### src/rtl/mac_pkg.sv
// Shared types for the MAC-side blocks: operand width, sequencer states, operand pair.
package mac_pkg;

  localparam int unsigned OPND_W = 8;

  typedef enum logic [2:0] {
    IDLE,
    CLEAR,
    RUN,
    DRAIN,
    DONE
  } mac_seq_state_t;

  typedef struct packed {
    logic [OPND_W-1:0] a;
    logic [OPND_W-1:0] b;
  } opnd_pair_t;

endpackage

### src/rtl/mac_opnd_fifo.sv
// Synchronous operand-pair FIFO, DEPTH entries (power of two), no write-to-read bypass.
module mac_opnd_fifo
  import mac_pkg::*;
#(
  parameter int unsigned DEPTH = 4
) (
  input  logic       clk,
  input  logic       rst_n,
  input  logic       push,
  input  opnd_pair_t din,
  input  logic       pop,
  output opnd_pair_t dout,
  output logic       full,
  output logic       empty
);

  localparam int unsigned AW = $clog2(DEPTH);

  opnd_pair_t     mem [DEPTH];
  logic [AW:0]    wptr;
  logic [AW:0]    rptr;
  logic           do_push;
  logic           do_pop;

  assign do_push = push & ~full;
  assign do_pop  = pop & ~empty;

  // Extra pointer bit separates the full and empty cases when the indices match.
  assign empty = (wptr == rptr);
  assign full  = (wptr[AW] != rptr[AW]) && (wptr[AW-1:0] == rptr[AW-1:0]);
  assign dout  = mem[rptr[AW-1:0]];

  always_ff @(posedge clk) begin
    if (!rst_n) begin
      wptr <= '0;
      rptr <= '0;
    end else begin
      if (do_push) wptr <= wptr + {{AW{1'b0}}, 1'b1};
      if (do_pop)  rptr <= rptr + {{AW{1'b0}}, 1'b1};
    end
  end

  always_ff @(posedge clk) begin
    if (do_push) mem[wptr[AW-1:0]] <= din;
  end

endmodule

### src/rtl/mac_operand_seq.sv
// Operand sequencer feeding the gated-clock MAC; buffers pairs and frames each dot-product.
// Optional stall counter output enabled by MAC_OPERAND_SEQ_STALL_CNT_EN.
module mac_operand_seq
  import mac_pkg::*;
#(
  parameter int unsigned DEPTH   = 4,
  parameter int unsigned LEN_W   = 8,
  parameter int unsigned ACC_LAT = 2
) (
  input  logic              clk,
  input  logic              rst_n,
  input  logic              start,
  input  logic [LEN_W-1:0]  len,
  input  logic              in_vld,
  output logic              in_rdy,
  input  logic [OPND_W-1:0] in_A,
  input  logic [OPND_W-1:0] in_B,
  output logic              mac_clr,
  output logic              mac_en,
  output logic [OPND_W-1:0] mac_A,
  output logic [OPND_W-1:0] mac_B,
  output logic              busy,
  output logic              done
`ifdef MAC_OPERAND_SEQ_STALL_CNT_EN
  ,
  output logic [15:0]       stall_cnt
`endif
);

  localparam int unsigned DW = (ACC_LAT > 1) ? $clog2(ACC_LAT) : 1;
  localparam logic [DW-1:0] DRAIN_INIT = DW'(ACC_LAT - 1);

  mac_seq_state_t    state;
  mac_seq_state_t    state_d;
  logic [LEN_W-1:0]  count;
  logic [DW-1:0]     drain_cnt;
  logic              fifo_full;
  logic              fifo_empty;
  logic              pop;
  opnd_pair_t        in_pair;
  opnd_pair_t        head;

  assign in_pair = '{a: in_A, b: in_B};
  assign in_rdy  = ~fifo_full;

  mac_opnd_fifo #(
    .DEPTH (DEPTH)
  ) u_fifo (
    .clk   (clk),
    .rst_n (rst_n),
    .push  (in_vld),
    .din   (in_pair),
    .pop   (pop),
    .dout  (head),
    .full  (fifo_full),
    .empty (fifo_empty)
  );

  always_comb begin
    state_d = state;
    pop     = 1'b0;
    case (state)
      IDLE:  if (start) state_d = CLEAR;
      CLEAR: state_d = (count != '0) ? RUN : DRAIN;
      RUN: begin
        if (!fifo_empty && count != '0) begin
          pop = 1'b1;
          if (count == LEN_W'(1)) state_d = DRAIN;
        end
      end
      DRAIN: if (drain_cnt == '0) state_d = DONE;
      DONE:  state_d = IDLE;
      default: state_d = IDLE;
    endcase
  end

  // MAC-facing outputs are registered from the next state so they settle with it.
  always_ff @(posedge clk) begin
    if (!rst_n) begin
      state     <= IDLE;
      count     <= '0;
      drain_cnt <= '0;
      mac_clr   <= 1'b0;
      mac_en    <= 1'b0;
      mac_A     <= '0;
      mac_B     <= '0;
      busy      <= 1'b0;
      done      <= 1'b0;
    end else begin
      state   <= state_d;
      mac_clr <= (state_d == CLEAR);
      mac_en  <= pop;
      busy    <= (state_d != IDLE);
      done    <= (state == DONE);
      if (pop) begin
        mac_A <= head.a;
        mac_B <= head.b;
      end
      if (state == IDLE && start) count <= len;
      else if (pop)               count <= count - LEN_W'(1);
      if (state_d == DRAIN && state != DRAIN)  drain_cnt <= DRAIN_INIT;
      else if (state == DRAIN && drain_cnt != '0) drain_cnt <= drain_cnt - DW'(1);
    end
  end

`ifdef MAC_OPERAND_SEQ_STALL_CNT_EN
  always_ff @(posedge clk) begin
    if (!rst_n)                                      stall_cnt <= '0;
    else if (state == IDLE && start)                 stall_cnt <= '0;
    else if (state == RUN && fifo_empty && stall_cnt != '1) stall_cnt <= stall_cnt + 16'd1;
  end
`endif

endmodule

### config.mk
export PLATFORM = sky130hd
export DESIGN_NAME = mac_operand_seq
export DESIGN_NICKNAME = d
export VERILOG_FILES = /design/src/rtl/mac_pkg.sv /design/src/rtl/mac_opnd_fifo.sv /design/src/rtl/mac_operand_seq.sv
export SDC_FILE = /design/constraint.sdc
export NUM_CORES = 1
export LEC_CHECK = 0
export BUFFER_PORTS_ARGS = -buffer_cell sky130_fd_sc_hd__clkbuf_2
export CAP_MARGIN = 30
export CORE_ASPECT_RATIO = 1.2
export CORE_MARGIN = 4
export CORE_UTILIZATION = 44
export CTS_CLUSTER_DIAMETER = 60
export DETAILED_ROUTE_END_ITERATION = 7
export PLACE_DENSITY = 0.66
export SLEW_MARGIN = 25
export SYNTH_ARGS = -nofsm -noshare
export SYNTH_HDL_FRONTEND = slang
export SYNTH_HIERARCHICAL = 1
export SYNTH_SLANG_ARGS = --single-unit
### constraint.sdc
create_clock -name clk -period 3.6 [get_ports clk]
set_clock_uncertainty 0.15 [all_clocks]
set_input_delay 0.9 -clock clk [delete_from_list [all_inputs] [get_ports clk]]
set_output_delay 0.9 -clock clk [all_outputs]
set_load 0.02 [all_outputs]
==> reports/qor.csv, run 1 <==
stage;metric;value;unit
place;io_buffer_count;48;
synth;synth_area;4310;sq um
synth;synthTopCellsByCount;edfxtp_1 (64), nand2_1 (41), dfxtp_1 (40), a21boi_0 (17), mux4_2 (16);
cells_and_area;fin_nets;399;
min_path;hold_path_class;register to register;
drt;dr.pass1.iters;4;
pwr;switchingPower;0.726;mW
grt;grt_pass1_wl;13400;microns
worst_setup_path;reg2reg_to;count[2];
synth;synthCells;314;
worst_setup_path;cp_common_cell;nor3_1;
grt;grt_use_total;0.151;
die;die_h;116;microns
worst_setup_path;critPathLaunch;u_fifo/wptr[0];
worst_setup_path;reg2reg_from;u_fifo/wptr[0];
clock_tree;cts.clk_slew.worst_paths;70;ps
pwr;internal-power;2.15;mW
synth;ys_async_sr_fraction;0;
grt;antenna_found_initial;0;
clock_tree;insertion_delay;340;ps
worst_setup_path;cp_data_arrival_time;3040;ps
worst_setup_path;cp_slowest_stage_delay;500;ps
die;core_area;9560;sq um
clock_tree;cts-hold-fix-buffers;0;
synth;synth.most_common_cell;edfxtp_1;
worst_setup_path;crit_chain;xor2_1, nor3_1, nor4b_4, o21ai_4, inv_1, buf_4, a211oi_1, nor3_1;
synth;yosys-top-cells-area;edfxtp_1 (45%), dfxtp_1 (19%), mux4_2 (8.4%);
cells_and_area;fill_cells;851;
worst_setup_path;ff2ff_path_depth;8;
cells_and_area;area.growth.synth_to_final;15.6;%
timing;rsz0062_at_grt;false;
min_path;min-delay-start;mac_A[6];
cells_and_area;num_antenna_cells;0;
timing;finalSetupViolations;0;
synth;yosysWarnings;6;
place;placed_cells;475;
timing;timing.hold.ws;326;ps
timing;setup_tns;0;ps
drt;dr.first_iter.drc_count;103;
place;place.gp.congestion;0.819;
grt;grt_max_degree;39;
synth;synth.avg_cell_area;13.7;sq um
worst_setup_path;slowest_stage;nor4b_4;
grt;grt_overflow;0;
synth;syn_nets;350;
synth;yosys.area.top_type;edfxtp_1;
worst_setup_path;critPathKind;register to register;
synth;synth_top_area_frac;0.446;
timing;slew_violations;0;
timing;worst_pin_slew;874;ps
synth;synth.distinct_cells;45;
drt;via_per_inst;5.47;
pwr;power.share.clock;0.361;
timing;min_period_over_period;0.812;
job;max_cap_viol_count;0;
pwr;peakVddDrop;0.000303;V
drt;wirelength;8370;microns
cells_and_area;design_area;4990;sq um
die;die_w;98.4;microns
drt;antenna_left;0;
clock_tree;cts_max_level;3;
worst_setup_path;required;3710;ps
worst_setup_path;r2r_slack;680;ps
worst_setup_path;start_kind;register;
pwr;p_leak;1.76;nW
worst_setup_path;endpoint_kind;register;
worst_setup_path;critPathMaxFanout;21;
pwr;comb_power_share;0.140;
synth;synth_edf_count;64;
clock_tree;cts_sinks;104;
clock_tree;cts_tree;yes;
drt;remaining_drc_errors;0;
pwr;p_per_area;577;nW/um^2
grt;grt_pass1_vias;2714;
clock_tree;post-cts-setup-buffers;0;
clock_tree;cts-resized-gates;0;
pwr;p_sw_frac;0.252;
timing;relSlewSlack;0.417;
pwr;p_seq_frac;0.499;
drt;wl_per_cell;17.1;microns
synth;synth_ff_type;edfxtp_1;
die;pin_count;49;
run_status;status;finished, final reports clean;
timing;period_needed;2920;ps
place;dp_hpwl;5480;microns
synth;ys_seq_elements;104;
synth;yosysSeqAreaShare;0.631;
clock_tree;clockRootBuffer;clkbuf_16;
cells_and_area;layoutNonFillerInstCount;490;
die;die_area;11500;sq um
clock_tree;clock_path_buffers;2;
drt;vias;2681;
die;start_util;0.451;
timing;hold_viol_final;0;
clock_tree;numCtsBuffers;9;
die;num_rows;39;
timing;fmax;342;MHz
worst_setup_path;crit_path_end;count[2];
place;dpl_cell_area;4670;sq um
cells_and_area;final_layout_size_suffix_gt1_frac;0.253;
## area by class of cell
| cell class | instances | area [sq um] | share of cell area |
|---|---|---|---|
| clock inverters | 6 | 93.8 | 0.0188 |
| clock buffers | 9 | 225 | 0.0452 |
| multi-input cells | 184 | 1470 | 0.295 |
| inverters | 10 | 37.5 | 0.00753 |
| repair buffers | 54 | 285 | 0.0572 |
| well taps | 123 | 154 | 0.0309 |
| flip-flops and latches | 104 | 2720 | 0.546 |
## worst max-delay path, delay by kind of cell (launching register included)
family | cells | cell delay [ps]
simple gates | 3 | 890
buf+inv | 2 | 530
flops | 1 | 460
xor+xnor | 1 | 450
compound gates | 2 | 370
## logic make-up after synthesis
family,synth area share
multiplexers,0.0862
flip-flops,0.631
AO/OA/AOI/OAI,0.0952
buffers and inverters,0.0281
adder cells (fa/ha/maj),0.0232
AND/OR/NAND/NOR,0.116
XOR/XNOR,0.0203
## how the worst min path moves through the flow
stage	end	slack, ps	depth (start not counted)
global route	mac_B[3]	350	2
global placement	mac_B[0]	320	2
finish	mac_A[6]	330	2
detailed placement	mac_A[5]	320	2
CTS	mac_A[5]	340	2
floorplan	state[2]	300	1
## per-layer routing
layer,GRT usage,up-vias,share of wire
li1,-,1278,-
met5,0,-,0
met3,0.0346,16,0.042
met1,0.170,1324,0.42
met2,0.281,63,0.52
met4,0.0519,0,0.016
## layout by cell type (no fill, tap or decap), drive strengths merged, types with 3 or more instances in the layout
| master | count |
|---|---|
| buf | 6 |
| ha | 8 |
| mux4 | 16 |
| nand2 | 41 |
| nand4b | 3 |
| nand4 | 4 |
| and3 | 3 |
| inv | 11 |
| edfxtp | 64 |
| nand3b | 5 |
| clkbuf | 57 |
| dfxtp | 40 |
| a21oi | 7 |
| xnor2 | 4 |
| nand3 | 6 |
| a211o | 4 |
| or4 | 3 |
| nor2 | 6 |
| a21boi | 17 |
| o211ai | 4 |
| and2 | 5 |
| xor2 | 6 |
| a31oi | 4 |
| nor3 | 8 |
| clkinvlp | 3 |
| o21ai | 12 |
## power by group through the flow
| stage | Clock (mW) | Combinational (mW) | Sequential [mW] |
|---|---|---|---|
| finish | 1.04 | 0.403 | 1.44 |
| detailed placement | 0 | 0.407 | 1.46 |
| CTS | 1.06 | 0.409 | 1.44 |
| global route | 1.11 | 0.444 | 1.45 |
| floorplan | 0 | 0.298 | 1.45 |
| global placement | 0 | 0.405 | 1.46 |
## per-stage QoR
step,power (mW),utilization,worst slack [ps]
finish,2.88,0.521,675
global route,3.00,0.521,422
CTS,2.90,0.521,714
detailed placement,1.87,0.488,723
global placement,1.86,0.488,780
floorplan,1.75,-,1010
## registers in the layout (all words and copies together), names as in the netlist, 3 cells and up, named ones only
| register | flops |
|---|---|
| u_fifo/mem | 64 |
| u_fifo/wptr | 3 |
| count | 8 |
| mac_A | 8 |
| u_fifo/rptr | 3 |
| mac_B | 8 |
| state | 3 |
Note: power is estimated with default switching activity, not from simulation.
==> run 2: changes to the inputs <==
--- a/config.mk
+++ b/config.mk
@@ -5,6 +5,7 @@
 export SDC_FILE = /design/constraint.sdc
 export NUM_CORES = 1
 export LEC_CHECK = 0
+export ABC_AREA = 1
 export BUFFER_PORTS_ARGS = -buffer_cell sky130_fd_sc_hd__clkbuf_2
 export CAP_MARGIN = 30
 export CORE_ASPECT_RATIO = 1.2
==> constraint.sdc (replaced) <==
create_clock -name clk -period 2.7 [get_ports clk]
set_clock_uncertainty 0.15 [all_clocks]
set_input_delay 0.675 -clock clk [delete_from_list [all_inputs] [get_ports clk]]
set_output_delay 0.675 -clock clk [all_outputs]
set_load 0.02 [all_outputs]
==> run 2 against run 1 <==
  * Non-clock buffer count is 2 higher
  * Combinational power is 16% higher
  * Global-route usage is 0.99 points higher
  * Largest cell class unchanged
  * Largest power group unchanged
  * Highest routed layer unchanged
==> reports/qor.csv, run 2 <==
stage;metric;value;unit;change
pwr;p_per_area;708;nW/um^2;+23%
drt;antenna_left;0;;unchanged
die;die_w;98.4;microns;about the same
place;dpl_cell_area;4680;sq um;+0.27%
timing;worst_pin_slew;542;ps;-332 ps
clock_tree;cts_tree;yes;;
worst_setup_path;start_kind;register;;
cells_and_area;final_common_cell;nor2_1;;
run_status;status;finished, final reports clean;;
grt;antenna_found_initial;0;;unchanged
worst_setup_path;critPathKind;register to output port;;
cells_and_area;design_area;4960;sq um;-0.53%
grt;grt_pass1_wl;14400;microns;+7.0%
synth;synthCells;435;;+39%
worst_setup_path;endpoint_kind;output port;;
synth;synth_ff_type;edfxtp_1;;
worst_setup_path;critPathMaxFanout;5;;-76%
clock_tree;clockRootBuffer;clkbuf_16;;
drt;wirelength;8620;microns;+3.0%
place;dp_hpwl;5740;microns;+4.6%
timing;rsz0062_at_grt;false;;
pwr;peakVddDrop;0.000444;V;+47%
timing;hold_viol_final;0;;unchanged
drt;dr.first_iter.drc_count;197;;+91%
drt;dr.pass1.iters;4;;unchanged
timing;finalSetupViolations;0;;unchanged
synth;synth.most_common_cell;nor2_1;;
drt;via_per_inst;4.96;;-9.3%
die;pin_count;49;;unchanged
place;placed_cells;599;;+26%
synth;synth_edf_count;64;;unchanged
drt;wl_per_cell;14.0;microns;-18%
synth;yosysWarnings;6;;unchanged
clock_tree;numCtsBuffers;9;;unchanged
synth;yosys-top-cells-area;edfxtp_1 (45%), dfxtp_1 (19%), nor2_1 (9.0%);;
cells_and_area;largest_reg_flops;64;;unchanged
clock_tree;cts-hold-fix-buffers;0;;unchanged
synth;ys_async_sr_fraction;0;;unchanged
clock_tree;cts_max_level;3;;unchanged
synth;syn_nets;471;;+35%
cells_and_area;final_layout_size_suffix_gt1_frac;0.193;;-0.0603
die;start_util;0.451;;about the same
timing;relSlewSlack;0.638;;+0.222
grt;grt_overflow;0;;unchanged
timing;min_period_over_period;0.804;;
die;num_rows;39;;unchanged
die;die_area;11400;sq um;about the same
clock_tree;post-cts-setup-buffers;0;;unchanged
min_path;hold_path_class;register to register;;
die;die_h;116;microns;about the same
timing;fmax;461;MHz;
die;core_area;9560;sq um;unchanged
clock_tree;cts_sinks;104;;unchanged
synth;synth_top_area_frac;0.446;;about the same
grt;grt_max_degree;33;;-15%
timing;period_needed;2170;ps;
synth;yosysSeqAreaShare;0.632;;about the same
timing;layout_setup_ws;530;ps;-145 ps
cells_and_area;num_antenna_cells;0;;unchanged
synth;synth.distinct_cells;32;;-29%
clock_tree;cts.clk_slew.worst_paths;70;ps;about the same
pwr;p_leak;2.03;nW;+16%
grt;grt_use_total;0.161;;+0.00994
place;pre_cts_slack;726;ps;+3.13 ps
worst_setup_path;cp_data_arrival_time;1340;ps;-1700 ps
cells_and_area;area.growth.synth_to_final;15.1;%;
place;place.gp.congestion;0.819;;about the same
synth;yosys.area.top_type;edfxtp_1;;
drt;remaining_drc_errors;0;;unchanged
cells_and_area;layoutNonFillerInstCount;615;;+26%
synth;ys_seq_elements;104;;unchanged
cells_and_area;fill_cells;898;;+5.5%
clock_tree;clock_path_buffers;2;;unchanged
cells_and_area;final_cell_mix;nor2_1 (103), edfxtp_1 (64), nand2_1 (51), clkbuf_2 (48), o21ai_0 (45);;
clock_tree;insertion_delay;340;ps;about the same
worst_setup_path;required;1880;ps;-1830 ps
timing;setup_tns;0;ps;unchanged
place;io_buffer_count;48;;unchanged
synth;synthTopCellsByCount;nor2_1 (103), edfxtp_1 (64), nand2_1 (51), o21ai_0 (45), dfxtp_1 (40);;
synth;synth.avg_cell_area;9.91;sq um;-28%
job;max_cap_viol_count;0;;unchanged
synth;synth_area;4310;sq um;about the same
drt;vias;3052;;+14%
timing;slew_violations;0;;unchanged
cells_and_area;fin_nets;523;;+31%
clock_tree;cts-resized-gates;0;;unchanged
grt;grt_pass1_vias;2950;;+8.7%
run 2: cell count changes in the layout (fill, tap and decap cells not counted), sizes merged, moves of 17 or more:
cell / change
nor2: +100
inv: +26
o21ai: +48
nand2: +17
run 2: metrics by stage:
| step | hold slack [ps] | power (mW) | utilization |
|---|---|---|---|
| after floorplan | 295 | 2.21 | - |
| after global placement | 323 | 2.34 | 0.489 |
| after detailed placement | 328 | 2.35 | 0.489 |
| after CTS | 339 | 3.55 | 0.519 |
| after global routing | 362 | 3.70 | 0.519 |
| final | 338 | 3.51 | 0.519 |
run 2: layout make-up:
cell class	count	area, sq um	area share
Clock buffer	9	225	0.0454
Multi-Input combinational cell	280	1360	0.274
Clock inverter	7	55.1	0.0111
Inverter	36	145	0.0293
Tap cell	123	154	0.0310
Timing Repair Buffer	56	300	0.0605
Sequential cell	104	2720	0.549
run 2: path summary, 6_finish.rpt:
check / from / end / slack (ps) / cells past startpoint
setup / recovery: u_fifo/wptr[0] / in_rdy / 530 / 7
hold / removal: drain_cnt / state[2] / 340 / 1
setup reg to reg: u_fifo/wptr[0] / u_fifo/rptr[2] / 720 / 15
hold reg to reg: drain_cnt / state[2] / 340 / 1
run 2: layer usage:
layer	vias up	wire, microns	GRT usage
li1	1570	-	-
met1	1402	3680	0.199
met2	70	4320	0.279
met3	10	484	0.0364
met4	0	133	0.0574
met5	-	0	0
run 2: worst max-delay path, cell delays in order (launching register included):
cell and delay [ps]:
dfxtp_1 410, inv_2 90, nand2_1 70, nand2_1 80, nand3_2 120, inv_1 50, inv_1 40, clkbuf_2 150
run 2: where the power goes:
part           total [mW]  internal, mW  switching, mW
combinational       0.468         0.164          0.303
sequential           1.84          1.78         0.0608
clock                1.20         0.632          0.566
run 2: logic make-up after synthesis:
| kind of cell | count (synthesis) | synth area share |
|---|---|---|
| and+or+nand+nor | 184 | 0.181 |
| DFF | 104 | 0.632 |
| AOI/OAI and AO/OA | 86 | 0.107 |
| buffers and inverters | 51 | 0.0531 |
| adders and majority gates | 8 | 0.0232 |
| xor gates and xnor gates | 2 | 0.00406 |
==> run 3: changes to the inputs <==
==> constraint.sdc (replaced) <==
create_clock -name clk -period 2.2 [get_ports clk]
set_clock_uncertainty 0.15 [all_clocks]
set_input_delay 0.55 -clock clk [delete_from_list [all_inputs] [get_ports clk]]
set_output_delay 0.55 -clock clk [all_outputs]
set_load 0.02 [all_outputs]
==> run 3 against run 2 <==
  * Via count up 0.88%
  * Sequential cell count unchanged
  * Global-route usage down 0.33 points
  * Sequential power up 23%
  * Clock power up 28%
  * Combinational power up 23%
  * Non-clock buffer count unchanged
  * Setup slack worse by 370 ps
  * Sequential share of layout area down 0.069 points
  * Utilization up 0.065 points
  * Final cell count unchanged
  * Critical path type unchanged
==> reports/qor.csv, run 3 (same netlist as run 2, synthesis figures left out) <==
stage;metric;value;unit;change
drt;dr.pass1.iters;4;;unchanged
cells_and_area;final_common_cell;nor2_1;;
timing;min_period_over_period;0.927;;
place;pre_cts_slack;266;ps;-460 ps
clock_tree;insertion_delay;340;ps;about the same
timing;fmax;491;MHz;
drt;antenna_left;0;;unchanged
die;start_util;0.451;;unchanged
timing;layout_setup_ws;161;ps;-369 ps
timing;relSlewSlack;0.625;;-0.0133
grt;grt_max_degree;33;;unchanged
drt;wirelength;8650;microns;+0.35%
clock_tree;cts_tree;yes;;
cells_and_area;final_cell_mix;nor2_1 (103), edfxtp_1 (64), nand2_1 (51), clkbuf_2 (48), o21ai_0 (45);;
run_status;status;finished, final reports clean;;
clock_tree;cts-resized-gates;0;;unchanged
cells_and_area;num_antenna_cells;0;;unchanged
cells_and_area;fill_cells;882;;-1.8%
worst_setup_path;cp_slowest_stage_delay;410;ps;about the same
worst_setup_path;endpoint_kind;output port;;
timing;period_needed;2040;ps;
timing;hold_viol_final;0;;unchanged
die;core_area;9560;sq um;unchanged
cells_and_area;seqCellArea;2720;sq um;unchanged
die;pin_count;49;;unchanged
drt;remaining_drc_errors;0;;unchanged
grt;grt_pass1_wl;14100;microns;-1.8%
grt;grt_use_total;0.157;;-0.00333
die;num_rows;39;;unchanged
place;dp_hpwl;5690;microns;-0.78%
worst_setup_path;reg2reg_from;u_fifo/wptr[1];;
drt;wl_per_cell;14.1;microns;+0.35%
worst_setup_path;r2r_slack;270;ps;-450 ps
timing;worst_pin_slew;562;ps;+19.9 ps
cells_and_area;area.growth.synth_to_final;15.2;%;
cells_and_area;multi_input_area;1360;sq um;unchanged
timing;setup_tns;0;ps;unchanged
worst_setup_path;ff2ff_path_depth;15;;unchanged
clock_tree;cts.clk_slew.worst_paths;70;ps;about the same
timing;timing.hold.ws;270;ps;-67.5 ps
min_path;holdPathStages;1;;unchanged
clock_tree;post-cts-setup-buffers;0;;unchanged
min_path;holdPathEnd;u_fifo/mem[3][11];;
place;io_buffer_count;48;;unchanged
grt;grt_pass1_vias;2982;;+1.1%
drt;dr.first_iter.drc_count;219;;+11%
clock_tree;cts-hold-fix-buffers;0;;unchanged
job;max_cap_viol_count;0;;unchanged
place;place.gp.congestion;0.821;;+0.26%
worst_setup_path;slowest_stage;dfxtp_1;;
timing;rsz0062_at_grt;false;;
die;die_w;98.4;microns;unchanged
cells_and_area;largest_reg_flops;64;;unchanged
cells_and_area;layoutNonFillerInstCount;615;;unchanged
clock_tree;numCtsBuffers;9;;unchanged
clock_tree;cts_sinks;104;;unchanged
worst_setup_path;reg2reg_to;u_fifo/rptr[2];;
timing;finalSetupViolations;0;;unchanged
grt;grt_overflow;0;;unchanged
pwr;p_leak;2.05;nW;+0.78%
min_path;hold_path_class;primary input to register;;
min_path;min-delay-start;in_A[3];;
worst_setup_path;required;1500;ps;-380 ps
timing;slew_violations;0;;unchanged
worst_setup_path;critPathMaxFanout;4;;-1
worst_setup_path;start_kind;register;;
die;die_area;11400;sq um;unchanged
cells_and_area;fin_nets;523;;unchanged
drt;via_per_inst;5.01;;+0.88%
die;die_h;116;microns;unchanged
place;placed_cells;599;;unchanged
worst_setup_path;critPathKind;register to output port;;
cells_and_area;design_area;4970;sq um;+0.13%
cells_and_area;final_layout_size_suffix_gt1_frac;0.191;;-0.00203
clock_tree;clock_path_buffers;2;;unchanged
place;dpl_cell_area;4680;sq um;unchanged
worst_setup_path;cp_data_arrival_time;1340;ps;about the same
worst_setup_path;crit_chain;inv_2, nand2_1, nand2_1, nand3_2, inv_1, inv_1, clkbuf_2;;
grt;antenna_found_initial;0;;unchanged
pwr;peakVddDrop;0.000459;V;+3.2%
pwr;p_per_area;879;nW/um^2;+24%
clock_tree;clockRootBuffer;clkbuf_16;;
clock_tree;cts_max_level;3;;unchanged
drt;vias;3079;;+0.88%
-- run 3: final cells by class --
cell class,instances,area share
Clock buffer,10,0.0461
Clock inverter,6,0.0116
Inverter,36,0.0292
Multi-Input combinational cell,280,0.274
Sequential cell,104,0.548
Tap cell,123,0.0310
Timing Repair Buffer,56,0.0605
-- run 3: worst max-delay path, delay by kind of cell, from the launching register on --
family	cells	cell delay, ps
flip-flops	1	410
buffers and inverters	4	320
AND/OR/NAND/NOR	3	270
-- run 3: how the worst max path moves through the flow --
stage,startpoint,to
6_report,u_fifo/wptr[1],in_rdy
5_1_grt,u_fifo/wptr[0],in_rdy
4_1_cts,u_fifo/wptr[1],in_rdy
3_5_place_dp,u_fifo/wptr[0],u_fifo/rptr[2]
3_3_place_gp,u_fifo/wptr[0],u_fifo/rptr[2]
2_1_floorplan,u_fifo/wptr[0],u_fifo/mem[0][0]
-- run 3: report_power, final --
group | leakage [nW] | switching (mW) | internal (mW)
clock | 0.142 | 0.729 | 0.798
sequential | 0.914 | 0.0759 | 2.19
combinational | 0.992 | 0.374 | 0.202
total | 2.05 | 1.18 | 3.19
-- run 3: through the flow --
| stage | utilization | total power, mW |
|---|---|---|
| final | 0.519 | 4.37 |
| after global routing | 0.519 | 4.59 |
| after CTS | 0.519 | 4.41 |
| after detailed placement | 0.489 | 2.89 |
| after global placement | 0.489 | 2.87 |
| after floorplan | - | 2.71 |
-- run 3: per-layer routing --
layer | part of all wire | vias up | wire (microns) | GRT usage
met5 | 0 | - | 0 | 0
met1 | 0.45 | 1436 | 3850 | 0.193
met2 | 0.49 | 61 | 4250 | 0.270
li1 | - | 1569 | - | -
met3 | 0.043 | 13 | 370 | 0.0311
met4 | 0.021 | 0 | 179 | 0.0738
